--- src/rtl/mips_ctrl_pkg.sv ---
// Shared encodings for the multi-cycle MIPS-subset control path: opcodes,
// ALU operation codes, datapath mux selects, FSM states and instruction classes.
package mips_ctrl_pkg;

    localparam logic [5:0] OP_RTYP  = 6'h00;
    localparam logic [5:0] OP_J     = 6'h02;
    localparam logic [5:0] OP_JAL   = 6'h03;
    localparam logic [5:0] OP_BEQ   = 6'h04;
    localparam logic [5:0] OP_BNE   = 6'h05;
    localparam logic [5:0] OP_ADDI  = 6'h08;
    localparam logic [5:0] OP_ADDIU = 6'h09;
    localparam logic [5:0] OP_SLTI  = 6'h0A;
    localparam logic [5:0] OP_SLTIU = 6'h0B;
    localparam logic [5:0] OP_ANDI  = 6'h0C;
    localparam logic [5:0] OP_ORI   = 6'h0D;
    localparam logic [5:0] OP_XORI  = 6'h0E;
    localparam logic [5:0] OP_LUI   = 6'h0F;
    localparam logic [5:0] OP_LW    = 6'h23;
    localparam logic [5:0] OP_SW    = 6'h2B;

    localparam logic [2:0] ALU_ADD   = 3'b000;
    localparam logic [2:0] ALU_SUB   = 3'b001;
    localparam logic [2:0] ALU_AND   = 3'b010;
    localparam logic [2:0] ALU_OR    = 3'b011;
    localparam logic [2:0] ALU_XOR   = 3'b100;
    localparam logic [2:0] ALU_LUI   = 3'b110;
    localparam logic [2:0] ALU_FUNCT = 3'b111;

    localparam logic [1:0] SRCB_RT      = 2'b00;
    localparam logic [1:0] SRCB_FOUR    = 2'b01;
    localparam logic [1:0] SRCB_IMM     = 2'b10;
    localparam logic [1:0] SRCB_IMM_SL2 = 2'b11;

    localparam logic [1:0] PCSRC_ALU    = 2'b00;
    localparam logic [1:0] PCSRC_ALUOUT = 2'b01;
    localparam logic [1:0] PCSRC_JUMP   = 2'b10;

    localparam logic [1:0] REGDST_RT  = 2'b00;
    localparam logic [1:0] REGDST_RD  = 2'b01;
    localparam logic [1:0] REGDST_R31 = 2'b10;

    localparam logic [1:0] WB_ALUOUT = 2'b00;
    localparam logic [1:0] WB_MDR    = 2'b01;
    localparam logic [1:0] WB_PC     = 2'b10;

    typedef enum logic [3:0] {
        ST_IDLE     = 4'd0,
        ST_FETCH    = 4'd1,
        ST_DECODE   = 4'd2,
        ST_MEM_ADDR = 4'd3,
        ST_MEM_RD   = 4'd4,
        ST_MEM_WB   = 4'd5,
        ST_MEM_WR   = 4'd6,
        ST_EXEC_R   = 4'd7,
        ST_EXEC_I   = 4'd8,
        ST_ALU_WB   = 4'd9,
        ST_BRANCH   = 4'd10,
        ST_JUMP     = 4'd11
    } state_e;

    typedef enum logic [2:0] {
        CLS_R   = 3'd0,
        CLS_I   = 3'd1,
        CLS_MEM = 3'd2,
        CLS_BR  = 3'd3,
        CLS_J   = 3'd4
    } instr_cls_e;

endpackage

--- src/rtl/mc_opcode_decode.sv ---
// Combinational opcode classifier: instruction class, legality, immediate
// extension mode and the ALU operation used by I-type execution.
module mc_opcode_decode
    import mips_ctrl_pkg::*;
(
    input  logic [5:0]  op_i,
    output instr_cls_e  cls_o,
    output logic        legal_o,
    output logic        ext_ctr_o,
    output logic [2:0]  alu_op_o
);

    always_comb begin
        cls_o     = CLS_R;
        legal_o   = 1'b1;
        ext_ctr_o = 1'b0;
        alu_op_o  = ALU_ADD;
        case (op_i)
            OP_RTYP:          cls_o = CLS_R;
            OP_ADDI, OP_ADDIU: begin
                cls_o     = CLS_I;
                ext_ctr_o = 1'b1;
            end
            OP_SLTI, OP_SLTIU: begin
                cls_o     = CLS_I;
                ext_ctr_o = 1'b1;
                alu_op_o  = ALU_SUB;
            end
            OP_ANDI: begin
                cls_o    = CLS_I;
                alu_op_o = ALU_AND;
            end
            OP_ORI: begin
                cls_o    = CLS_I;
                alu_op_o = ALU_OR;
            end
            OP_XORI: begin
                cls_o    = CLS_I;
                alu_op_o = ALU_XOR;
            end
            OP_LUI: begin
                cls_o    = CLS_I;
                alu_op_o = ALU_LUI;
            end
            OP_LW, OP_SW: begin
                cls_o     = CLS_MEM;
                ext_ctr_o = 1'b1;
            end
            OP_BEQ, OP_BNE: begin
                cls_o     = CLS_BR;
                ext_ctr_o = 1'b1;
            end
            OP_J, OP_JAL:     cls_o = CLS_J;
            default:          legal_o = 1'b0;
        endcase
    end

endmodule

--- src/rtl/mc_control.sv ---
// Multi-cycle control FSM: walks one instruction through fetch/decode/execute,
// drives datapath selects and a shared memory req/ready port, counts retirements.
module mc_control
    import mips_ctrl_pkg::*;
#(
    parameter int CNT_W = 32
) (
    input  logic             clk,
    input  logic             rst_n,
    input  logic             run,
    input  logic [5:0]       op,
    input  logic             alu_zero,
    input  logic             mem_ready,
    output logic             mem_read,
    output logic             mem_write,
    output logic             i_or_d,
    output logic             ir_write,
    output logic             pc_en,
    output logic [1:0]       pc_source,
    output logic             alu_src_a,
    output logic [1:0]       alu_src_b,
    output logic [2:0]       alu_op,
    output logic             ext_ctr,
    output logic             reg_write,
    output logic [1:0]       reg_dst,
    output logic [1:0]       wb_sel,
    output logic             retire,
    output logic             illegal_op,
    output logic [CNT_W-1:0] retired_cnt
);

    state_e           state_q, state_d;
    logic [CNT_W-1:0] cnt_q, cnt_d;
    instr_cls_e       dec_cls;
    logic             dec_legal;
    logic             dec_ext;
    logic [2:0]       dec_alu_op;
    state_e           boundary;

    mc_opcode_decode u_dec (
        .op_i      (op),
        .cls_o     (dec_cls),
        .legal_o   (dec_legal),
        .ext_ctr_o (dec_ext),
        .alu_op_o  (dec_alu_op)
    );

    // op is only meaningful once the IR has been loaded, so mask it before DECODE
    assign ext_ctr  = dec_ext && (state_q != ST_IDLE) && (state_q != ST_FETCH);
    assign boundary = run ? ST_FETCH : ST_IDLE;
    assign retired_cnt = cnt_q;
    assign cnt_d = retire ? cnt_q + {{(CNT_W-1){1'b0}}, 1'b1} : cnt_q;

    always_comb begin
        state_d    = state_q;
        mem_read   = 1'b0;
        mem_write  = 1'b0;
        i_or_d     = 1'b0;
        ir_write   = 1'b0;
        pc_en      = 1'b0;
        pc_source  = PCSRC_ALU;
        alu_src_a  = 1'b0;
        alu_src_b  = SRCB_RT;
        alu_op     = ALU_ADD;
        reg_write  = 1'b0;
        reg_dst    = REGDST_RT;
        wb_sel     = WB_ALUOUT;
        retire     = 1'b0;
        illegal_op = 1'b0;
        case (state_q)
            ST_IDLE: begin
                if (run) state_d = ST_FETCH;
            end
            ST_FETCH: begin
                mem_read  = 1'b1;
                alu_src_b = SRCB_FOUR;
                if (mem_ready) begin
                    ir_write = 1'b1;
                    pc_en    = 1'b1;
                    state_d  = ST_DECODE;
                end
            end
            ST_DECODE: begin
                alu_src_b = SRCB_IMM_SL2;
                if (!dec_legal) begin
                    illegal_op = 1'b1;
                    state_d    = boundary;
                end else begin
                    case (dec_cls)
                        CLS_R:   state_d = ST_EXEC_R;
                        CLS_I:   state_d = ST_EXEC_I;
                        CLS_MEM: state_d = ST_MEM_ADDR;
                        CLS_BR:  state_d = ST_BRANCH;
                        CLS_J:   state_d = ST_JUMP;
                        default: state_d = boundary;
                    endcase
                end
            end
            ST_EXEC_R: begin
                alu_src_a = 1'b1;
                alu_src_b = SRCB_RT;
                alu_op    = ALU_FUNCT;
                state_d   = ST_ALU_WB;
            end
            ST_EXEC_I: begin
                alu_src_a = 1'b1;
                alu_src_b = SRCB_IMM;
                alu_op    = dec_alu_op;
                state_d   = ST_ALU_WB;
            end
            ST_ALU_WB: begin
                reg_write = 1'b1;
                reg_dst   = (dec_cls == CLS_R) ? REGDST_RD : REGDST_RT;
                wb_sel    = WB_ALUOUT;
                retire    = 1'b1;
                state_d   = boundary;
            end
            ST_MEM_ADDR: begin
                alu_src_a = 1'b1;
                alu_src_b = SRCB_IMM;
                state_d   = (op == OP_SW) ? ST_MEM_WR : ST_MEM_RD;
            end
            ST_MEM_RD: begin
                mem_read = 1'b1;
                i_or_d   = 1'b1;
                if (mem_ready) state_d = ST_MEM_WB;
            end
            ST_MEM_WB: begin
                reg_write = 1'b1;
                reg_dst   = REGDST_RT;
                wb_sel    = WB_MDR;
                retire    = 1'b1;
                state_d   = boundary;
            end
            ST_MEM_WR: begin
                mem_write = 1'b1;
                i_or_d    = 1'b1;
                if (mem_ready) begin
                    retire  = 1'b1;
                    state_d = boundary;
                end
            end
            ST_BRANCH: begin
                alu_src_a = 1'b1;
                alu_src_b = SRCB_RT;
                alu_op    = ALU_SUB;
                pc_source = PCSRC_ALUOUT;
                // beq takes on equal (zero), bne on not-equal
                pc_en     = (alu_zero == (op == OP_BEQ));
                retire    = 1'b1;
                state_d   = boundary;
            end
            ST_JUMP: begin
                pc_source = PCSRC_JUMP;
                pc_en     = 1'b1;
                retire    = 1'b1;
                if (op == OP_JAL) begin
                    reg_write = 1'b1;
                    reg_dst   = REGDST_R31;
                    wb_sel    = WB_PC;
                end
                state_d = boundary;
            end
            default: state_d = ST_IDLE;
        endcase
    end

    always_ff @(posedge clk or negedge rst_n) begin
        if (!rst_n) begin
            state_q <= ST_IDLE;
            cnt_q   <= '0;
        end else begin
            state_q <= state_d;
            cnt_q   <= cnt_d;
        end
    end

endmodule

--- config.mk ---
export PLATFORM = sky130hd
export DESIGN_NAME = mc_control
export DESIGN_NICKNAME = d
export VERILOG_FILES = /design/src/rtl/mips_ctrl_pkg.sv /design/src/rtl/mc_opcode_decode.sv /design/src/rtl/mc_control.sv
export SDC_FILE = /design/constraint.sdc
export NUM_CORES = 1
export LEC_CHECK = 0
export CAP_MARGIN = 0
export CORE_MARGIN = 3
export CORE_UTILIZATION = 40
export DETAILED_ROUTE_END_ITERATION = 8
export GPL_TIMING_DRIVEN = 0
export PLACE_DENSITY = 0.69
export SLEW_MARGIN = 30
export SYNTH_ARGS = -nofsm -noshare
export SYNTH_HDL_FRONTEND = slang
export SYNTH_HIERARCHICAL = 1
export SYNTH_SLANG_ARGS = --single-unit
--- constraint.sdc ---
create_clock -name clk -period 2.72 [get_ports clk]
set_clock_uncertainty 0.1 [all_clocks]
set_input_delay 0.408 -clock clk [delete_from_list [all_inputs] [get_ports clk]]
set_output_delay 0.408 -clock clk [all_outputs]
set_load 0.005 [all_outputs]
==> flow_metrics.env <==
export IMPL_layout_commonest_cell="clkdlybuf4s50_1"
export IMPL_synthCells=249
export IMPL_synth_top_family_by_area="simple AND/OR/NAND/NOR gates"
export IMPL_grtUsageTotal_pct=17.81
export IMPL_p_total_mw=1.805
export IMPL_drcViolationCount=0
export IMPL_ys_types=49
export IMPL_wl_met1_um=2652
export IMPL_crit_path_cell_trace="nand2b_1 > buf_6 > a311o_4 > inv_4 > clkdlybuf4s50_1"
export IMPL_root_buffer="clkbuf_8"
export IMPL_drv_slew=0
export IMPL_cts_htree_levels=2
export IMPL_netlist_area_sq_mm=0.002218
export IMPL_initialDrtViolationCount=99
export IMPL_cts_setup_buffers=0
export IMPL_synth_top_area_share_pct=40.61
export IMPL_worst_setup_path_start_kind="flip-flop"
export IMPL_final_setup_viol_count=0
export IMPL_multi_input_area_sq_mm=0.001257
export IMPL_ff_latch_area_sq_um=902.1
export IMPL_fin_tns_setup_ps=0
export IMPL_ir_drop_mv=0.4231
export IMPL_gp_congestion=0.9413
export IMPL_numCtsBuffers=5
export IMPL_drt_pass1_iter_count=4
export IMPL_cp_end_kind="output port"
export IMPL_port_buffers=63
export IMPL_muxShareOfSynthArea_pct=1.410
export IMPL_place_ws_ps=-137.5
export IMPL_cts_tree="done"
export IMPL_arrival_ps=2120
export IMPL_seq_area_frac_synth_pct=40.61
export IMPL_nets=333
export IMPL_hold_class="flip-flop to flip-flop"
export IMPL_synthSimpleGateAreaFrac_pct=30.06
export IMPL_n_fill_cell=471
export IMPL_avgRoutedWirePerCell_um=14.06
export IMPL_antenna_cells=0
export IMPL_pin_count=64
export IMPL_grt_pass1_vias=1923
export IMPL_wl_um=5511
export IMPL_die_x_um=80.47
export IMPL_clock_path_buffers=2
export IMPL_synthTopCellsByArea="dfrtp_1, xnor2_1, nand2_1"
export IMPL_clkTransAtPathRegs_ps=70
export IMPL_synth_seq_cells=36
export IMPL_hold_viol=0
export IMPL_clock_sinks=36
export IMPL_fmax_mhz=380.4
export IMPL_cp_slowest_cell="clkdlybuf4s50_1"
export IMPL_insertion_delay_ps=280
export IMPL_antenna_found_initial=0
export IMPL_min_period_ps=2629
export IMPL_met2_length_um=2531
export IMPL_synth_compound_area_share_pct=10.72
export IMPL_vias=2058
export IMPL_status="finished, final reports clean"
export IMPL_post_dp_hpwl_um=4300
export IMPL_die_y_um=80.47
export IMPL_drive_gt1_share_pct=8.696
export IMPL_ys_warn_count=6
export IMPL_synth_xor_area_share_pct=13.42
export IMPL_power_per_cell_area_mw_per_mm2=587.7
export IMPL_detail_route_antenna_nets=0
export IMPL_slowest_delay_ps=520
export IMPL_period_share_pct=96.66
export IMPL_required_ps=2210
export IMPL_core_sq_mm=0.005238
export IMPL_synth_avg_cell_area_sq_um=8.909
export IMPL_max_slew_margin_pct=63.45
export IMPL_die_area_sq_mm=0.006475
export IMPL_start_util_pct=42.36
export IMPL_grt_overflow_total=0
export IMPL_postPlaceCellArea_sq_mm=0.002959
export IMPL_critPathMaxFanout=10
export IMPL_p_leak_nw=1.324
export IMPL_rows=26
export IMPL_worst_slack_ps=90.98
export IMPL_wl_met3_um=288
export IMPL_vias_per_cell=5.250
export IMPL_syn2layout_area_growth_pct=38.41
export IMPL_worst_slew_pin_slew_ps=544.1
export IMPL_fin_area_sq_mm=0.003070
export IMPL_synth_largest_area_cell="dfrtp_1"
export IMPL_grt_pass1_wl_um=9197
export IMPL_grt_max_degree=20
export IMPL_holdWs_ps=365.9
export IMPL_syn_nets=261
export IMPL_crit_type="flip-flop to output port"
export IMPL_final_cell_mix="clkdlybuf4s50_1, dfrtp_1, nand2_1"
export IMPL_rsz0062_at_grt="no"
export IMPL_dr_max_layer_used="met4"
export IMPL_yosys_area_share_adder_pct=0.5640
export IMPL_drv_cap=0
state kept, by name (all words and copies together) (netlist names):
register,flops
state_q,4
retired_cnt,32
Yosys cell counts (all sizes together):
master   instances
o22ai            3
a2111oi          1
nor2            24
and3b            1
a21boi           1
a22o             1
nand4            7
nand3b           1
nand2           32
clkbuf           3
o41ai            1
nor3b            1
and4             3
a311o            1
and2             5
dfrtp           36
mux2             1
o31ai            1
and3            10
ha               1
o211ai           2
nand4b           1
nand3           12
nor3            11
nor4b            3
nor2b            2
clkinv           1
a31oi            2
mux2i            2
o21a             1
nand2b           7
nor4             5
a21oi            7
xnor2           21
o32ai            1
o21ai           11
o31a             1
buf              5
xor2            13
a211o            1
inv              6
worst paths after layout:
path | cells after the start | start | to | slack [ps]
setup / recovery | 5 | state_q[2]$_DFFE_PN0P_ | retire | 90
hold / removal | 1 | retired_cnt[31]$_DFFE_PN0P_ | retired_cnt[31]$_DFFE_PN0P_ | 370
setup reg to reg | 6 | state_q[2]$_DFFE_PN0P_ | retired_cnt[23]$_DFFE_PN0P_ | 530
hold reg to reg | 1 | retired_cnt[31]$_DFFE_PN0P_ | retired_cnt[31]$_DFFE_PN0P_ | 370
max in group asynchronous | 3 | rst_n | state_q[2]$_DFFE_PN0P_ | 1560
min in group asynchronous | 2 | rst_n | retired_cnt[21]$_DFFE_PN0P_ | 500
layout make-up:
class                   count  area share [%]
clock buffers               5           2.241
well taps                  70           2.852
inverters                   7          0.9372
repair buffers             65           21.48
multi-input cells         198           40.95
clock inverters             3          0.6112
plain buffers               8           1.548
flip-flops and latches     36           29.38
power breakdown:
group          switching, mW  total [mW]  internal, mW  leakage, nW
clock network          0.194       0.373         0.178       0.0479
registers             0.0752       0.666         0.590        0.481
logic                  0.387       0.766         0.379        0.795
total                  0.657        1.80          1.15         1.32
logic make-up after synthesis:
group | Yosys count
flops | 36
compound gates | 35
fa+ha+maj | 1
xor+xnor | 34
simple gates | 125
buf+inv | 15
mux | 3
timing repair:
| item | 4_1_cts | 5_1_grt |
|---|---|---|
| hold endpoints to repair | 18 | 0 |
| hold buffers | 1 | 0 |
| gates cloned | 0 | 0 |
| resized for setup | 8 | 10 |
| pin swaps | 0 | 0 |
| endpoints found under the setup margin | 6 | 12 |
layer usage:
layer / GRT usage [%] / vias up
li1: - / 1025
met1: 24.18 / 968
met2: 28.89 / 58
met3: 4.596 / 7
met4: 3.041 / 0
met5: 0 / -
stage by stage:
step / cells / util [%]
global route: 392 / 58.62
CTS: 392 / 58.29
finish: 392 / 58.62
detailed placement: 383 / 56.50
global placement: 382 / 56.07
floorplan: 249 / -
critical path, delay by kind of cell (launching register included):
family,cells,cell delay (ps)
DFF,1,440
AOI/OAI and AO/OA,1,430
buffers and inverters,3,800
and+or+nand+nor,1,160
Power figures use the tool's default switching activity.
